File: src/rtl/btn_pkg.sv
// Shared definitions for the multi-channel push-button conditioner:
// per-channel state encoding and default timing at a 50 MHz clock.
package btn_pkg;

    localparam logic [1:0] ST_LOW     = 2'd0;
    localparam logic [1:0] ST_GO_HIGH = 2'd1;
    localparam logic [1:0] ST_HIGH    = 2'd2;
    localparam logic [1:0] ST_GO_LOW  = 2'd3;

    typedef enum logic [1:0] {
        S_LOW     = ST_LOW,
        S_GO_HIGH = ST_GO_HIGH,
        S_HIGH    = ST_HIGH,
        S_GO_LOW  = ST_GO_LOW
    } btn_state_e;

    localparam int unsigned DEF_N_CH        = 4;
    localparam int unsigned DEF_SYNC_STAGES = 2;
    localparam int unsigned DEF_DB_CYC      = 65536;       // ~1.3 ms
    localparam int unsigned DEF_LONG_CYC    = 50_000_000;  // 1 s
    localparam int unsigned DEF_REPEAT_CYC  = 10_000_000;  // 200 ms

    function automatic int unsigned max_u(input int unsigned a, input int unsigned b);
        return (a > b) ? a : b;
    endfunction

endpackage

File: src/rtl/btn_debounce_ch.sv
// Single button channel: synchroniser, symmetric stability debouncer and
// hold timer producing level, rise/fall, long-press and auto-repeat strobes.
module btn_debounce_ch
    import btn_pkg::*;
#(
    parameter int unsigned SYNC_STAGES = DEF_SYNC_STAGES,
    parameter int unsigned DB_CYC      = DEF_DB_CYC,
    parameter int unsigned LONG_CYC    = DEF_LONG_CYC,
    parameter int unsigned REPEAT_CYC  = DEF_REPEAT_CYC
) (
    input  logic clk,
    input  logic reset,
    input  logic btn_in,
    output logic level,
    output logic rise,
    output logic fall,
    output logic long_press,
    output logic rpt
);

    localparam int unsigned DW = $clog2(DB_CYC);
    localparam int unsigned HW = $clog2(max_u(LONG_CYC, REPEAT_CYC) + 1);
    localparam logic [DW-1:0] DB_END   = DW'(DB_CYC - 1);
    localparam logic [HW-1:0] LONG_END = HW'(LONG_CYC - 1);
    localparam logic [HW-1:0] RPT_END  = (REPEAT_CYC == 0) ? '0 : HW'(REPEAT_CYC - 1);
    localparam bit            RPT_EN   = (REPEAT_CYC != 0);

    logic [SYNC_STAGES-1:0] sync;
    logic                   s;
    btn_state_e             state;
    logic [DW-1:0]          dcnt;
    logic [HW-1:0]          hcnt;
    logic                   lp;
    logic                   fall_now;

    assign s = sync[SYNC_STAGES-1];

    // A completing release suppresses any long/repeat strobe on the same cycle.
    assign fall_now = (state == S_GO_LOW) && !s && (dcnt == DB_END);

    always_ff @(posedge clk) begin
        if (reset) begin
            sync       <= '0;
            state      <= S_LOW;
            dcnt       <= '0;
            hcnt       <= '0;
            lp         <= 1'b0;
            level      <= 1'b0;
            rise       <= 1'b0;
            fall       <= 1'b0;
            long_press <= 1'b0;
            rpt        <= 1'b0;
        end else begin
            sync       <= {sync[SYNC_STAGES-2:0], btn_in};
            rise       <= 1'b0;
            fall       <= 1'b0;
            long_press <= 1'b0;
            rpt        <= 1'b0;

            // Hold timer keeps running through GO_LOW so short dropouts do not restart it.
            if (level && !fall_now) begin
                if (!lp && hcnt == LONG_END) begin
                    long_press <= 1'b1;
                    lp         <= 1'b1;
                    hcnt       <= '0;
                end else if (lp && RPT_EN && hcnt == RPT_END) begin
                    rpt  <= 1'b1;
                    hcnt <= '0;
                end else if (hcnt != '1) begin
                    hcnt <= hcnt + HW'(1);
                end
            end

            case (state)
                S_LOW: begin
                    if (s) begin
                        state <= S_GO_HIGH;
                        dcnt  <= DW'(1);
                    end else begin
                        dcnt  <= '0;
                    end
                end
                S_GO_HIGH: begin
                    if (!s) begin
                        state <= S_LOW;
                        dcnt  <= '0;
                    end else if (dcnt == DB_END) begin
                        state <= S_HIGH;
                        dcnt  <= '0;
                        level <= 1'b1;
                        rise  <= 1'b1;
                        hcnt  <= '0;
                        lp    <= 1'b0;
                    end else begin
                        dcnt  <= dcnt + DW'(1);
                    end
                end
                S_HIGH: begin
                    if (!s) begin
                        state <= S_GO_LOW;
                        dcnt  <= DW'(1);
                    end else begin
                        dcnt  <= '0;
                    end
                end
                S_GO_LOW: begin
                    if (s) begin
                        state <= S_HIGH;
                        dcnt  <= '0;
                    end else if (dcnt == DB_END) begin
                        state <= S_LOW;
                        dcnt  <= '0;
                        level <= 1'b0;
                        fall  <= 1'b1;
                        hcnt  <= '0;
                        lp    <= 1'b0;
                    end else begin
                        dcnt  <= dcnt + DW'(1);
                    end
                end
                default: begin
                    state <= S_LOW;
                    dcnt  <= '0;
                end
            endcase
        end
    end

endmodule

File: src/rtl/btn_debounce_multi.sv
// N-channel push-button conditioner; channels are independent copies of
// btn_debounce_ch sharing only clock and reset.
module btn_debounce_multi
    import btn_pkg::*;
#(
    parameter int unsigned N_CH        = DEF_N_CH,
    parameter int unsigned SYNC_STAGES = DEF_SYNC_STAGES,
    parameter int unsigned DB_CYC      = DEF_DB_CYC,
    parameter int unsigned LONG_CYC    = DEF_LONG_CYC,
    parameter int unsigned REPEAT_CYC  = DEF_REPEAT_CYC
) (
    input  logic            clk,
    input  logic            reset,
    input  logic [N_CH-1:0] btn_in,
    output logic [N_CH-1:0] btn_level,
    output logic [N_CH-1:0] btn_rise,
    output logic [N_CH-1:0] btn_fall,
    output logic [N_CH-1:0] btn_long,
    output logic [N_CH-1:0] btn_rpt
);

    for (genvar i = 0; i < int'(N_CH); i++) begin : g_ch
        btn_debounce_ch #(
            .SYNC_STAGES (SYNC_STAGES),
            .DB_CYC      (DB_CYC),
            .LONG_CYC    (LONG_CYC),
            .REPEAT_CYC  (REPEAT_CYC)
        ) u_ch (
            .clk        (clk),
            .reset      (reset),
            .btn_in     (btn_in[i]),
            .level      (btn_level[i]),
            .rise       (btn_rise[i]),
            .fall       (btn_fall[i]),
            .long_press (btn_long[i]),
            .rpt        (btn_rpt[i])
        );
    end

endmodule

File: config.mk
export PLATFORM = sky130hd
export DESIGN_NAME = btn_debounce_multi
export DESIGN_NICKNAME = d
export VERILOG_FILES = /design/src/rtl/btn_pkg.sv /design/src/rtl/btn_debounce_ch.sv /design/src/rtl/btn_debounce_multi.sv
export SDC_FILE = /design/constraint.sdc
export NUM_CORES = 1
export LEC_CHECK = 0
export CORE_MARGIN = 3
export CORE_UTILIZATION = 25
export CTS_BUF_LIST = sky130_fd_sc_hd__clkbuf_16
export CTS_CLUSTER_SIZE = 28
export DETAILED_ROUTE_END_ITERATION = 10
export PLACE_DENSITY = 0.37
export SYNTH_ARGS = -nofsm -noshare
export SYNTH_HDL_FRONTEND = slang
export SYNTH_SLANG_ARGS = --single-unit
export TNS_END_PERCENT = 10
File: constraint.sdc
create_clock -name clk -period 2.4 [get_ports clk]
set_input_delay 0.48 -clock clk [delete_from_list [all_inputs] [get_ports clk]]
set_output_delay 0.48 -clock clk [all_outputs]
set_load 0.02 [all_outputs]
# After elaboration in Yosys (flattened, before gate mapping)

Index checks and enable logic that the tools add are counted.

Shift-type cells: 0
Equality and inequality tests: 60
Divide/modulo/power cells: 0
Add/subtract/negate cells: 8
Reductions and logical operators: 64
Bitwise gates (word level): 16
Magnitude comparators: 0
Mux-type cells: 140
$mul: 0

Operators by type and width:

| cell                                                              | number |
|---|---|
| 26-bit two-way mux                                                | 28 |
| 16-bit one-hot mux with 4 select lines                            | 4 |
| 26-bit one-hot mux with 2 select lines                            | 4 |
| 16-bit two-way mux                                                | 12 |
| 26-bit by 1-bit adder with 26-bit output, second input constant   | 4 |
| 26-bit by 24-bit == test with 1-bit output, second input constant | 4 |
| 26-bit == test, second input constant                             | 4 |
| 26-bit != test, second input constant                             | 4 |
| 16-bit by 1-bit adder with 16-bit output, second input constant   | 4 |
| 16-bit == test, second input constant                             | 4 |
| 1-bit two-way mux                                                 | 56 |
| 2-bit two-way mux                                                 | 24 |
| 3-bit OR reduction                                                | 12 |
| 2-bit one-hot mux with 4 select lines                             | 4 |
| 2-bit by 1-bit != test with 1-bit output, second input constant   | 12 |
| 2-bit != test, second input constant                              | 12 |
| 1-bit logical AND                                                 | 20 |
| 5-bit AND reduction                                               | 4 |
| 2-bit == test, second input constant                              | 8 |
| 1-bit inverter                                                    | 16 |
| 1-bit one-hot mux with 2 select lines                             | 8 |
| 4-bit AND reduction                                               | 4 |
| 1-bit logical NOT                                                 | 12 |
| 3-bit by 2-bit != test with 1-bit output, second input constant   | 4 |
| other kinds (5)                                                   | 20 |

Memories kept: 0
Memory bits (read-only): 0
Logic and storage cells: 328
RAM bits: 0
Input port bits: 6
Register bits after elaboration: 208
Bits in latches: 0
Output and inout port bits: 20

# Longest topological paths before layout

Gate-level depths: netlist (run 1).

Depth in word-level cells: 9
Depth in mapped cells: 11
Depth with buffers taken out: 7

# Hierarchy

From an unflattened synthesis (run 1), not the netlist that was laid out.

Cell total of the unflattened synthesis: 1253
Area total of the unflattened synthesis: 10616.4 µm²

Modules (own cells, without submodules):

| module                              | cells an instance | times used | area an instance (µm²) | seq. area each (µm²) |
|---|---|---|---|---|
| btn_debounce_ch at g_ch[1].u_ch ... | 313               | 2          | 2623.8                 | 1041.0 |
| btn_debounce_ch at g_ch[3].u_ch     | 317               | 1          | 2718.9                 | 1041.0 |
| btn_debounce_ch at g_ch[0].u_ch     | 310               | 1          | 2650.0                 | 1041.0 |

# Worst setup path before layout (run 1)

Ideal clock, no wire load.

Kind: flip-flop to flip-flop
Start point: register g_ch[3].u_ch.hcnt[11]
End point: register g_ch[3].u_ch.hcnt[22]
Arrival: 2.321 ns
Buffers on the path: 1
Required time: 2.278 ns
Cell stages (with the launch flop): 8
Setup time: 0.122 ns
Clock period less this slack: 2.442 ns
Setup slack: -0.042 ns
Path through: dfxtp_1 > or4_1 > or4_4 > nor4_2 > nor2_1 > o21ai_4 > buf_4 > a21oi_1

Word-level cells in the longest chain between the ends: 8
Elaborated cells between the ends (all ways): 14
Classes of those cells: add/sub: 1; eq/ne: 3; mux: 8; reduce/logical: 2

RTL lines:

| item                                                             | RTL line                                      | source |
|---|---|---|
| start, declared                                                  | btn_debounce_ch.sv:32                         | `logic [HW-1:0] hcnt;` |
| start signal, assigned                                           | btn_debounce_ch.sv:70                         | `hcnt <= hcnt + HW'(1);` |
| 26-bit by 1-bit adder with 26-bit output (tied with other cells) | btn_debounce_ch.sv:70                         |  |
| 26-bit two-way mux / 1-bit logical AND (equally long branches)   | btn_debounce_ch.sv:69, btn_debounce_ch.sv:66  |  |
| 26-bit two-way mux                                               | btn_debounce_ch.sv:66                         | `end else if (lp && RPT_EN && hcnt == RPT_END) begin` |
| 26-bit two-way mux *                                             | btn_debounce_ch.sv:62                         | `if (!lp && hcnt == LONG_END) begin` |
| 26-bit two-way mux *                                             | btn_debounce_ch.sv:61                         | `if (level && !fall_now) begin` |
| 26-bit two-way mux                                               | btn_debounce_ch.sv:87, btn_debounce_ch.sv:110 |  |
| 26-bit two-way mux (on tied branches)                            | btn_debounce_ch.sv:107, btn_debounce_ch.sv:84 |  |
| 26-bit one-hot mux with 2 select lines *                         | btn_debounce_ch.sv:74                         | `case (state)` |

Every way passes the cells marked *; elsewhere a longest branch is shown, timed or not.
A chain may end at the register's enable or synchronous reset.

# Final worst setup path (run 1)

Start point: register g_ch[3].u_ch.hcnt[7]
End point: register g_ch[3].u_ch.hcnt[22]

The elaborated chain is that of the path after synthesis.

==> summary.md, run 1 <==
| Metric | Value |
|---|---|
| Worst slack at placement | -0.148 ns |
| Setup CP Type | flip-flop to flip-flop |
| Clock-pin slew on the worst setup and hold paths | ~0.06 ns |
| Cell type with the largest total area after synthesis | dfxtp_1 |
| RSZ-0062 raised after global routing | yes |
| Synth Net Count | roughly 1200 |
| Clock period minus worst slack | approximately 2.5 ns |
| Global-route wire length before repair | 44900 um |
| Grt peak-use layer | met2 |
| Gpl congestion | 0.760 |
| Fin util | 31.5% |
| Top_reg_cell synth | dfxtp_1 |
| CTS max path bufs | 3 |
| Fmax | 407 MHz |
| Antenna diodes | 0 |
| Share of flip-flops with an asynchronous set or reset after synthesis | 0% |
| Number of global-route vias before repair | 8600 |
| IO buf count | 25 |
| Part of the cycle the worst path needs | 102% |
| Crit. End Element | flip-flop |
| Number of DRC markers in iteration 0 | roughly 460 |
| Clk Latency, worst-skew pair | between 0.5 and 0.6 ns |
| Antenna Nets Post-Route | 0 |
| Crit-path max FO | 7 |
| Final count of hold timing violations | 0 |
| Seq/Total Area, Yosys | 41.4% |
| Hold Path Class | flip-flop to flip-flop |
| Placed insts | 1776 |
| PD cells | about 640 nW/um^2 |
| Synthesis Warnings | 0 |
| TritonCTS clock tree | yes |
| Leak | between 0.004 and 0.005 uW |
| Max_cap viols | 0 |
| Failing checks | setup timing |
| M1 GR Usage | between 10% and 20% |
| DP Area | about 11000 sq um |
| Status | finished, violations left |
| Max Transition Viols Final | 0 |
| # H-tree levels | 1 |
| Largest net degree at the start of global routing | 29 |
| CP required | 2.87 ns |
| Hold_sp | g_ch[3].u_ch.sync[0] |
| Die W | 207 um |
| Cell Count, Final, Fillers Out | ~1800 |
| Detailed placer's ending HPWL | 18700 um |
| CTS Root Cell | clkbuf_16 |
| Grt ovf | 0 |
| Final Instance Area | about 12000 sq um |
| Post-Synthesis Cell Area | ~10000 sq um |
| Drt via density | around 4.8 |
| EDFF count, synth | 0 |
| Core ar. | around 39000 sq um |
| Slew margin rel. | 67.2% |
| CP arrival | between 2 and 3 ns |
| Post-DR wirelength/cell | ~14 um |
| Antenna violations before repair | 0 |
| Mean area per synthesized cell | 8.31 sq um |
| Fill count | 4181 |
| Share of cells above drive strength 1 | about an eighth |
| IO Count | 26 |
| Clock skew | approximately 0.019 ns |
| GRT Total Usage | ~13% |
| Distinct cell type count after synthesis | 60 |
| Initial DRT Pass Iterations | 6 |
| Worst setup SP type | flip-flop |
| Yosys reg bits | about 210 |
| WL final | between 20000 and 30000 um |
| CTS buffer count | 26 |
| DR DRC count | 0 |
| Nets@finish | roughly 1300 |
| Synth top area share | between 40% and 50% |
| Die Y | approximately 210 um |
| Top post-synthesis cells by area | dfxtp_1 (41%), nor2_1 (6.2%), xor2_1 (5.7%), nand3_1 (4.2%), xnor2_1 (3.9%) |
| Crit. Startpoint | g_ch[3].u_ch.hcnt[7] |
| Register-to-register setup slack | -0.06 ns |
| # setup viols final | 5 |
| Worst slew pin tran | between 0.4 and 0.5 ns |
| Initial Utilization | between 20% and 30% |
| Area growth, synth to finish | 22.6% |
| Routing usage on met2 | 20.1% |
| Worst vdd ir | 0.569 mV |
| Die ar. | 42700 sq um |
| GR Util met3 | around 2.4% |
| Vias | about 8700 |
| Setup WS post-layout | -0.0575 ns |
| Worst r2r src | g_ch[3].u_ch.hcnt[7] |
| FP Rows | 72 |
| Clk sink count | around 210 |
| Cells after Synth | 1211 |
==> what timing repair did <==
| item | in CTS | in global routing |
|---|---|---|
| hold buffers | 0 | 0 |
| setup endpoints to repair | 6 | 47 |
| gates resized for setup | 9 | 10 |
| hold endpoints to repair | 0 | 0 |
| buffers inserted | 1 | 0 |
| pin swaps | 9 | 3 |
==> layout by cell type (no fill, tap or decap), types with 30 or more instances in the layout <==
| master | instances |
|---|---|
| dfxtp_1 | 206 |
| nor2_1 | 164 |
| nand2_1 | 97 |
| buf_4 | 84 |
| nand3_1 | 83 |
| xor2_1 | 66 |
| nand4_1 | 60 |
| xnor2_1 | 45 |
| a21oi_1 | 42 |
| and3_1 | 41 |
| nor3_1 | 33 |
| nor4_1 | 30 |
==> layout make-up <==
type	count	area, sq um	share of cell area (%)
clock inverters	21	220	1.78
inverters	22	82.6	0.669
flip-flops and latches	208	4170	33.7
clock buffers	27	676	5.47
repair buffers	114	958	7.76
multi-input cells	915	5590	45.3
well taps	518	648	5.25
==> cells in the mapped netlist (all sizes together), types with 12 or more instances <==
master and n:
dfxtp 208, nor2 165, nand2 97, nand3 84
xor2 66, nand4 60, xnor2 45, a21oi 44
and3 41, clkbuf 39, nor3 34, nor4 34
buf 27, and4 26, o21ai 26, inv 22
and2 21, or3 19, nor2b 16, nor4b 14
or4 14, a31oi 12, o31ai 12
==> stage by stage <==
step | hold slack (ns) | setup TNS (ns) | power [uW]
final | 0.436 | -0.244 | 7910
after global routing | 0.456 | -0.592 | 8260
after CTS | 0.441 | -0.387 | 8090
after detailed placement | 0.425 | -0.543 | 3870
after global placement | 0.424 | -0.481 | 3870
after floorplan | 0.414 | -0.119 | 3740
==> sequential cells by signal, summed over array words and instances, names as in the netlist, named ones only <==
| name | flops |
|---|---|
| g_ch.u_ch.fall | 4 |
| g_ch.u_ch.rise | 4 |
| g_ch.u_ch.hcnt | 104 |
| g_ch.u_ch.dcnt | 64 |
| g_ch.u_ch.lp | 4 |
| g_ch.u_ch.state | 4 |
| g_ch.u_ch.level | 4 |
| g_ch.u_ch.sync | 8 |
| g_ch.u_ch.rpt | 4 |
| g_ch.u_ch.long_press | 4 |
==> layer usage <==
layer	share of wire [%]	vias to the layer above	wire (um)
met5	0	-	0
met4	2.4	0	624
met3	3.2	41	845
met2	44	99	11700
met1	50	4070	13200
li1	-	4493	-
==> cell families after synthesis <==
logic type      synth area share, %
compound gates                 8.49
xor+xnor                       9.66
fa+ha+maj                     0.994
buf+inv                        4.10
flops                          41.4
mux                           0.795
simple gates                   34.6
==> power by group <==
| group | switching (uW) | internal [uW] | leakage, uW |
|---|---|---|---|
| clock network | 1570 | 2550 | 0.000445 |
| registers | 31.9 | 3480 | 0.00168 |
| logic | 171 | 105 | 0.00203 |
==> worst max-delay path, cell delays in order (launching register included) <==
cell	delay [ns]
dfxtp_2	0.31
or4_4	0.53
or4b_4	0.54
nor4b_4	0.28
nor3_4	0.11
buf_4	0.16
or3_1	0.35
a21oi_2	0.11
==> final timing paths <==
kind	to	depth (start not counted)
hold / removal	g_ch[3].u_ch.sync[1]	1
setup / recovery	g_ch[3].u_ch.hcnt[22]	7
setup reg to reg	g_ch[3].u_ch.hcnt[22]	7
hold reg to reg	g_ch[3].u_ch.sync[1]	1
(Power assumes the default switching activity.)
==> run 2, diff against run 1 <==
--- a/config.mk
+++ b/config.mk
@@ -11,7 +11,9 @@
 export CTS_CLUSTER_SIZE = 28
 export DETAILED_ROUTE_END_ITERATION = 10
 export PLACE_DENSITY = 0.37
+export SLEW_MARGIN = 15
 export SYNTH_ARGS = -nofsm -noshare
 export SYNTH_HDL_FRONTEND = slang
+export SYNTH_HIERARCHICAL = 1
 export SYNTH_SLANG_ARGS = --single-unit
 export TNS_END_PERCENT = 10
==> summary.md, run 2 <==
| Metric | Value |
|---|---|
| Leak | 0.00413 uW (-0.57%) |
| Post-Synthesis Cell Area | 10600 sq um (+5.5%) |
| Distinct cell type count after synthesis | 81 (+35%) |
| Share of flip-flops with an asynchronous set or reset after synthesis | 0% (unchanged) |
| Fill count | 4319 (+3.3%) |
| Antenna Nets Post-Route | 0 (unchanged) |
| Detailed placer's ending HPWL | 19600 um (+4.8%) |
| CTS Root Cell | clkbuf_16 |
| Nets@finish | 1335 (+2.6%) |
| Area growth, synth to finish | 19.6% |
| Top_reg_cell synth | dfxtp_1 |
| Synthesis Warnings | 6 (+6) |
| Crit. End Element | flip-flop |
| Drt via density | 4.99 (+4.6%) |
| Main combinational cell family by area after synthesis | simple AND/OR/NAND/NOR gates |
| Initial DRT Pass Iterations | 4 (-2) |
| Mean area per synthesized cell | 8.47 sq um (+1.9%) |
| Max Transition Viols Final | 0 (unchanged) |
| Min Hold Slack | 0.347 ns (-0.0890 ns) |
| Sequential cell area | 4170 sq um (about the same) |
| Commonest non-fill, non-tap cell in the layout | dfxtp_1 |
| PD cells | 606 nW/um^2 (-5.4%) |
| Top post-synthesis cells by area | dfxtp_1 (39%), nor2_1 (4.7%), a21oi_1 (4.5%), xor2_1 (3.9%), nand4_1 (3.4%) |
| Crit-path max FO | 10 (+3) |
| Mux contribution to synthesized area | 0.377% (-0.42 points) |
| Sw Share | 22.5% (+0.10 points) |
| Clk Latency, worst-skew pair | 0.55 ns (about the same) |
| Adder and majority gate portion of the synthesized area | 0.943% (-0.051 points) |
| Initial Utilization | 25.7% (-0.038 points) |
| Cell Count, Final, Fillers Out | 1875 (+2.7%) |
| Clock skew | 0.0179 ns (-0.00122 ns) |
| P_int | 5960 uW (-2.9%) |
| Worst slew pin tran | 0.563 ns (+0.0777 ns) |
| Placed insts | 1823 (+2.6%) |
| Sw Pwr | 1730 uW (-2.3%) |
| RSZ-0062 raised after global routing | yes |
| IO buf count | 25 (unchanged) |
| Commonest cells post-synth | dfxtp_1 (208), nor2_1 (134), a21oi_1 (96) |
| Hold Buf Count CTS | 0 (unchanged) |
| Slew margin rel. | 62.2% (-5.0 points) |
| IO Count | 26 (unchanged) |
| Final count of hold timing violations | 0 (unchanged) |
| Sequential power share | 45.2% (+0.8 points) |
| Clock-pin slew on the worst setup and hold paths | 0.05 ns (about the same) |
| Worst vdd ir | 0.316 mV (-45%) |
| Largest Register | g_ch.u_ch/hcnt |
| Count leader, synth | dfxtp_1 |
| Clk sink count | 208 (unchanged) |
| Die W | 212 um (+2.6%) |
| Largest register FFs | 104 (unchanged) |
| Die ar. | 45000 sq um (+5.3%) |
| Synth Net Count | 1267 (+3.4%) |
| Core ar. | 41400 sq um (+5.6%) |
| Seq/Total Area, Yosys | 39.2% (-2.1 points) |
| GRT Total Usage | 12.6% (-0.014 points) |
| FP Rows | 74 (+2.8%) |
| Max_cap viols | 0 (unchanged) |
| Part of the cycle the worst path needs | 94.7% (-7.7 points) |
| EDFF count, synth | 0 (unchanged) |
| Clock period minus worst slack | 2.27 ns (-0.184 ns) |
| Global-route wire length before repair | 47500 um (+5.8%) |
| Yosys reg bits | 208 (unchanged) |
| Worst setup SP type | flip-flop |
| CP required | 2.87 ns (about the same) |
| Cells after Synth | 1253 (+3.5%) |
| CTS buffer count | 28 (+7.7%) |
| Synth top area share | 39.2% (-2.1 points) |
| Clock share of power | 52.6% (+0.5 points) |
| Vias | 9354 (+7.5%) |
| # setup viols final | 0 (-5) |
| Post-synthesis compound-gate area fraction | 16.5% (+8.0 points) |
| Status | finished clean |
| Share of cells above drive strength 1 | 13.6% (+1.8 points) |
| Simple-gate share of the synthesized area | 32.6% (-2.0 points) |
| CTS resizes | 0 (-9) |
| Gpl congestion | 0.781 (+2.8%) |
| # H-tree levels | 1 (unchanged) |
| CTS max path bufs | 3 (unchanged) |
| Synth Area in XOR/XNOR | 6.10% (-3.6 points) |
| Number of global-route vias before repair | 8997 (+4.6%) |
| Comb pwr share | 2.2% (-1.3 points) |
| TritonCTS clock tree | yes |
| Post-DR wirelength/cell | 15.1 um (+4.0%) |
| DR DRC count | 0 (unchanged) |
| Largest net degree at the start of global routing | 29 (unchanged) |
| CP arrival | 2.75 ns (-0.18 ns) |
| Cell type with the largest total area after synthesis | dfxtp_1 |
| Largest regs | g_ch.u_ch/hcnt (104), g_ch.u_ch/dcnt (64), g_ch.u_ch/sync (8) |
| Number of DRC markers in iteration 0 | 404 (-13%) |
| Fmax | 440 MHz (+8.1%) |
| Setup CP Type | flip-flop to flip-flop |
| WL final | 28200 um (+6.9%) |
| Pwr Total | 7690 uW (-2.8%) |
| Grt ovf | 0 (unchanged) |
| Multi-input logic area | 6010 sq um (+7.4%) |
| Most frequent cells in the layout | dfxtp_1 (207), nor2_1 (133), a21oi_1 (96) |
| Hold Path Class | primary input to flip-flop |
| Die Y | 212 um (+2.6%) |
| Antenna violations before repair | 0 (unchanged) |
| Post-CTS Setup Repair Bufs | 0 (-1) |
## run 2: power groups by stage
stage               registers, uW  clock network (uW)  logic [uW]
floorplan                    3550                   0        89.8
global placement             3550                   0         172
detailed placement           3550                   0         168
CTS                          3480                4260         169
global route                 3480                4380         181
finish                       3480                4050         167
## run 2: metrics by stage
stage          setup WS, ns   TNS, ns  util [%]  cell area [sq um]
2_1_floorplan         0.332         0         -              10600
3_3_place_gp          0.103         0      28.5              11800
3_5_place_dp          0.100         0      28.5              11800
4_1_cts              0.0870         0      30.6              12700
5_1_grt            -0.00279  -0.00279      30.7              12700
6_report              0.126         0      30.7              12700
## run 2: final cells by class
type / count / area share [%]
multi-input cells: 964 / 47.3
flip-flops and latches: 208 / 32.8
repair buffers: 104 / 7.13
clock buffers: 28 / 5.52
well taps: 532 / 5.24
clock inverters: 23 / 1.52
inverters: 15 / 0.444
diodes: 1 / 0.0197
## run 2: logic make-up (layout without fill, tap and decap cells)
| group | Yosys count | in the layout |
|---|---|---|
| and+or+nand+nor | 599 | 599 |
| AOI/OAI and AO/OA | 279 | 279 |
| DFF | 208 | 208 |
| buffers and inverters | 81 | 170 |
| xor gates and xnor gates | 74 | 74 |
| adders and majority gates | 8 | 8 |
| muxes | 4 | 4 |
| other | 0 | 1 |
## run 2: per-layer routing
metal,share of wire [%],up-vias,global-route usage [%],routed length [um]
met5,0,-,0,0
met3,3.0,35,2.23,858
met4,2.3,0,3.16,662
li1,-,4768,-,-
met2,44,113,19.8,12300
met1,51,4438,17.8,14400
## run 2: path summary, 6_finish.rpt
| check | startpoint | end | slack (ns) | cells past startpoint |
|---|---|---|---|---|
| min | reset | g_ch[1].u_ch/sync[0] | 0.35 | 2 |
| max reg2reg | g_ch[3].u_ch/hcnt[2] | g_ch[3].u_ch/hcnt[23] | 0.13 | 6 |
| min reg2reg | g_ch[3].u_ch/sync[0] | g_ch[3].u_ch/sync[1] | 0.43 | 1 |
| max | g_ch[3].u_ch/hcnt[2] | g_ch[3].u_ch/hcnt[23] | 0.13 | 6 |
## run 2: worst max-delay path: stages (launching register included)
cell      delay, ns
dfxtp_1        0.47
and3_1         0.26
nand3_2        0.14
a311oi_4       0.55
nand2_1        0.14
or4_1          0.49
a21oi_1        0.15
==> run 3, diff against run 2 <==
--- a/config.mk
+++ b/config.mk
@@ -10,7 +10,7 @@
 export CTS_BUF_LIST = sky130_fd_sc_hd__clkbuf_16
 export CTS_CLUSTER_SIZE = 28
 export DETAILED_ROUTE_END_ITERATION = 10
-export PLACE_DENSITY = 0.37
+export PLACE_DENSITY = 0.36
 export SLEW_MARGIN = 15
 export SYNTH_ARGS = -nofsm -noshare
 export SYNTH_HDL_FRONTEND = slang
==> constraint.sdc (replaced) <==
create_clock -name clk -period 2.5 [get_ports clk]
set_input_delay 0.5 -clock clk [delete_from_list [all_inputs] [get_ports clk]]
set_output_delay 0.5 -clock clk [all_outputs]
set_load 0.02 [all_outputs]
==> summary.md, run 3 (synthesis gave the netlist of run 2 again) <==
| Metric | Value |
|---|---|
| Status | finished clean |
| Fmax | 427 MHz (-2.8%) |
| Hold Path Depth | 1 (-1) |
| Clock-pin slew on the worst setup and hold paths | 0.06 ns (about the same) |
| Nets@finish | 1320 (-1.1%) |
| Clock period minus worst slack | 2.34 ns (+0.0660 ns) |
| # setup viols final | 0 (unchanged) |
| Die ar. | 45000 sq um (unchanged) |
| Share of cells above drive strength 1 | 12.5% (-1.1 points) |
| # H-tree levels | 1 (unchanged) |
| Die W | 212 um (unchanged) |
| Die Y | 212 um (unchanged) |
| CTS Root Cell | clkbuf_16 |
| PD cells | 586 nW/um^2 (-3.3%) |
| Largest regs | g_ch.u_ch/hcnt (104), g_ch.u_ch/dcnt (64), g_ch.u_ch/sync (8) |
| Initial DRT Pass Iterations | 4 (unchanged) |
| RSZ-0062 raised after global routing | no |
| Worst vdd ir | 0.366 mV (+16%) |
| Uppermost layer routed | met4 |
| Antenna violations before repair | 0 (unchanged) |
| Max_cap viols | 0 (unchanged) |
| DR DRC count | 0 (unchanged) |
| Area growth, synth to finish | 18.0% |
| GRT Total Usage | 12.5% (-0.062 points) |
| Reg2Reg Depth | 8 (+2) |
| Number of DRC markers in iteration 0 | 506 (+25%) |
| Clock skew | 0.00689 ns (-0.0110 ns) |
| Part of the cycle the worst path needs | 93.6% (-1.1 points) |
| Detailed placer's ending HPWL | 19600 um (about the same) |
| Number of global-route vias before repair | 8805 (-2.1%) |
| Crit-path max FO | 5 (-5) |
| Commonest non-fill, non-tap cell in the layout | dfxtp_1 |
| Grt ovf | 0 (unchanged) |
| Slew margin rel. | 61.4% (-0.79 points) |
| M1 WL | 14500 um (+0.21%) |
| Hold_sp | g_ch[1].u_ch/sync[0] |
| Initial Utilization | 25.7% (unchanged) |
| CP arrival | 2.74 ns (about the same) |
| WL final | 28400 um (+0.56%) |
| Leak | 0.00403 uW (-2.6%) |
| IO buf count | 25 (unchanged) |
| Largest register FFs | 104 (unchanged) |
| Register-to-register setup slack | 0.16 ns (+0.03 ns) |
| TritonCTS clock tree | yes |
| Worst setup SP type | flip-flop |
| Setup TNS | 0 ns (unchanged) |
| Core ar. | 41400 sq um (unchanged) |
| CP required | 2.90 ns (+0.03 ns) |
| Most frequent cells in the layout | dfxtp_1 (207), nor2_1 (134), a21oi_1 (96) |
| Fill count | 4354 (+0.81%) |
| Antenna diodes | 0 (-1) |
| Gpl congestion | 0.781 (about the same) |
| Drt via density | 4.96 (-0.48%) |
| Max Transition Viols Final | 0 (unchanged) |
| Post-DR wirelength/cell | 15.3 um (+1.5%) |
| Largest net degree at the start of global routing | 29 (unchanged) |
| Global-route wire length before repair | 47000 um (-1.0%) |
| Antenna Nets Post-Route | 0 (unchanged) |
| DR WL met3 | 942 um (+9.8%) |
| Final count of hold timing violations | 0 (unchanged) |
| Worst slew pin tran | 0.579 ns (+0.0161 ns) |
| IO Count | 26 (unchanged) |
| Clk Latency, worst-skew pair | 0.53 ns (-0.02 ns) |
| Hold Buf Count CTS | 0 (unchanged) |
| Crit. End Element | flip-flop |
| Min Hold Slack | 0.447 ns (+0.100 ns) |
| Vias | 9220 (-1.4%) |
| Clk sink count | 208 (unchanged) |
| Hold Path Class | flip-flop to flip-flop |
| Setup CP Type | flip-flop to flip-flop |
| FP Rows | 74 (unchanged) |
| Pwr Total | 7340 uW (-4.6%) |
| CTS max path bufs | 3 (unchanged) |
| Critical R2R Capture | g_ch[3].u_ch/hcnt[18] |
| Detail Route met2 WL | 12400 um (+1.2%) |
| CTS buffer count | 27 (-3.6%) |
| Worst Hold Path EP | g_ch[1].u_ch/sync[1] |
| Worst r2r src | g_ch[3].u_ch/hcnt[0] |
| Largest Register | g_ch.u_ch/hcnt |
==> run 3: where the power goes <==
part	internal [uW]	switching, uW	leakage [uW]
Sequential	3330	11.7	0.00168
Clock	2360	1490	0.000448
Combinational	53.3	94.5	0.00190
==> run 3: timing repair <==
item / in CTS / in global routing
gates resized for setup: 0 / 2
setup endpoints to repair: 0 / 10
buffers inserted: 0 / 0
==> run 3: critical path, cell delays in order (launching register included) <==
cell,delay (ns)
dfxtp_1,0.39
ha_1,0.31
nand3_1,0.15
buf_4,0.17
or2_1,0.27
nor2_1,0.35
nor4b_1,0.36
xnor2_1,0.16
nor2_1,0.05
==> run 3: area by class of cell <==
cell class	instances	area [sq um]	share of cell area, %
multi-input cells	964	6010	48.0
repair buffers	90	758	6.05
inverters	15	56.3	0.450
clock buffers	27	676	5.40
well taps	532	666	5.32
clock inverters	21	195	1.56
flip-flops and latches	208	4170	33.3
==> run 3: through the flow <==
step / instances / instance area (sq um) / utilization [%] / setup slack, ns
final: 1857 / 12500 / 30.3 / 0.160
after CTS: 1857 / 12500 / 30.2 / 0.0552
after detailed placement: 1809 / 11600 / 28.1 / 0.0681
after global routing: 1857 / 12500 / 30.3 / 0.00157
after global placement: 1809 / 11600 / 28.1 / 0.0591
after floorplan: 1253 / 10600 / - / 0.432
==> run 3: worst max-delay path by stage <==
stage                          start                    end  slack (ns)  depth (start not counted)
2_1_floorplan   g_ch[3].u_ch/dcnt[0]   g_ch[3].u_ch/hcnt[2]        0.43                          9
3_3_place_gp    g_ch[3].u_ch/hcnt[0]  g_ch[3].u_ch/hcnt[16]        0.06                          7
3_5_place_dp    g_ch[3].u_ch/hcnt[0]  g_ch[3].u_ch/hcnt[16]        0.07                          7
4_1_cts         g_ch[3].u_ch/hcnt[0]  g_ch[3].u_ch/hcnt[16]        0.06                          7
5_1_grt        g_ch[3].u_ch/hcnt[14]  g_ch[3].u_ch/hcnt[19]       0.002                          8
6_report        g_ch[3].u_ch/hcnt[0]  g_ch[3].u_ch/hcnt[18]        0.16                          8
==> run 3: routing by layer <==
metal / track usage (%) / vias to the layer above
li1: - / 4736
met1: 17.7 / 4355
met2: 19.8 / 90
met3: 1.95 / 39
met4: 3.39 / 0
met5: 0 / -
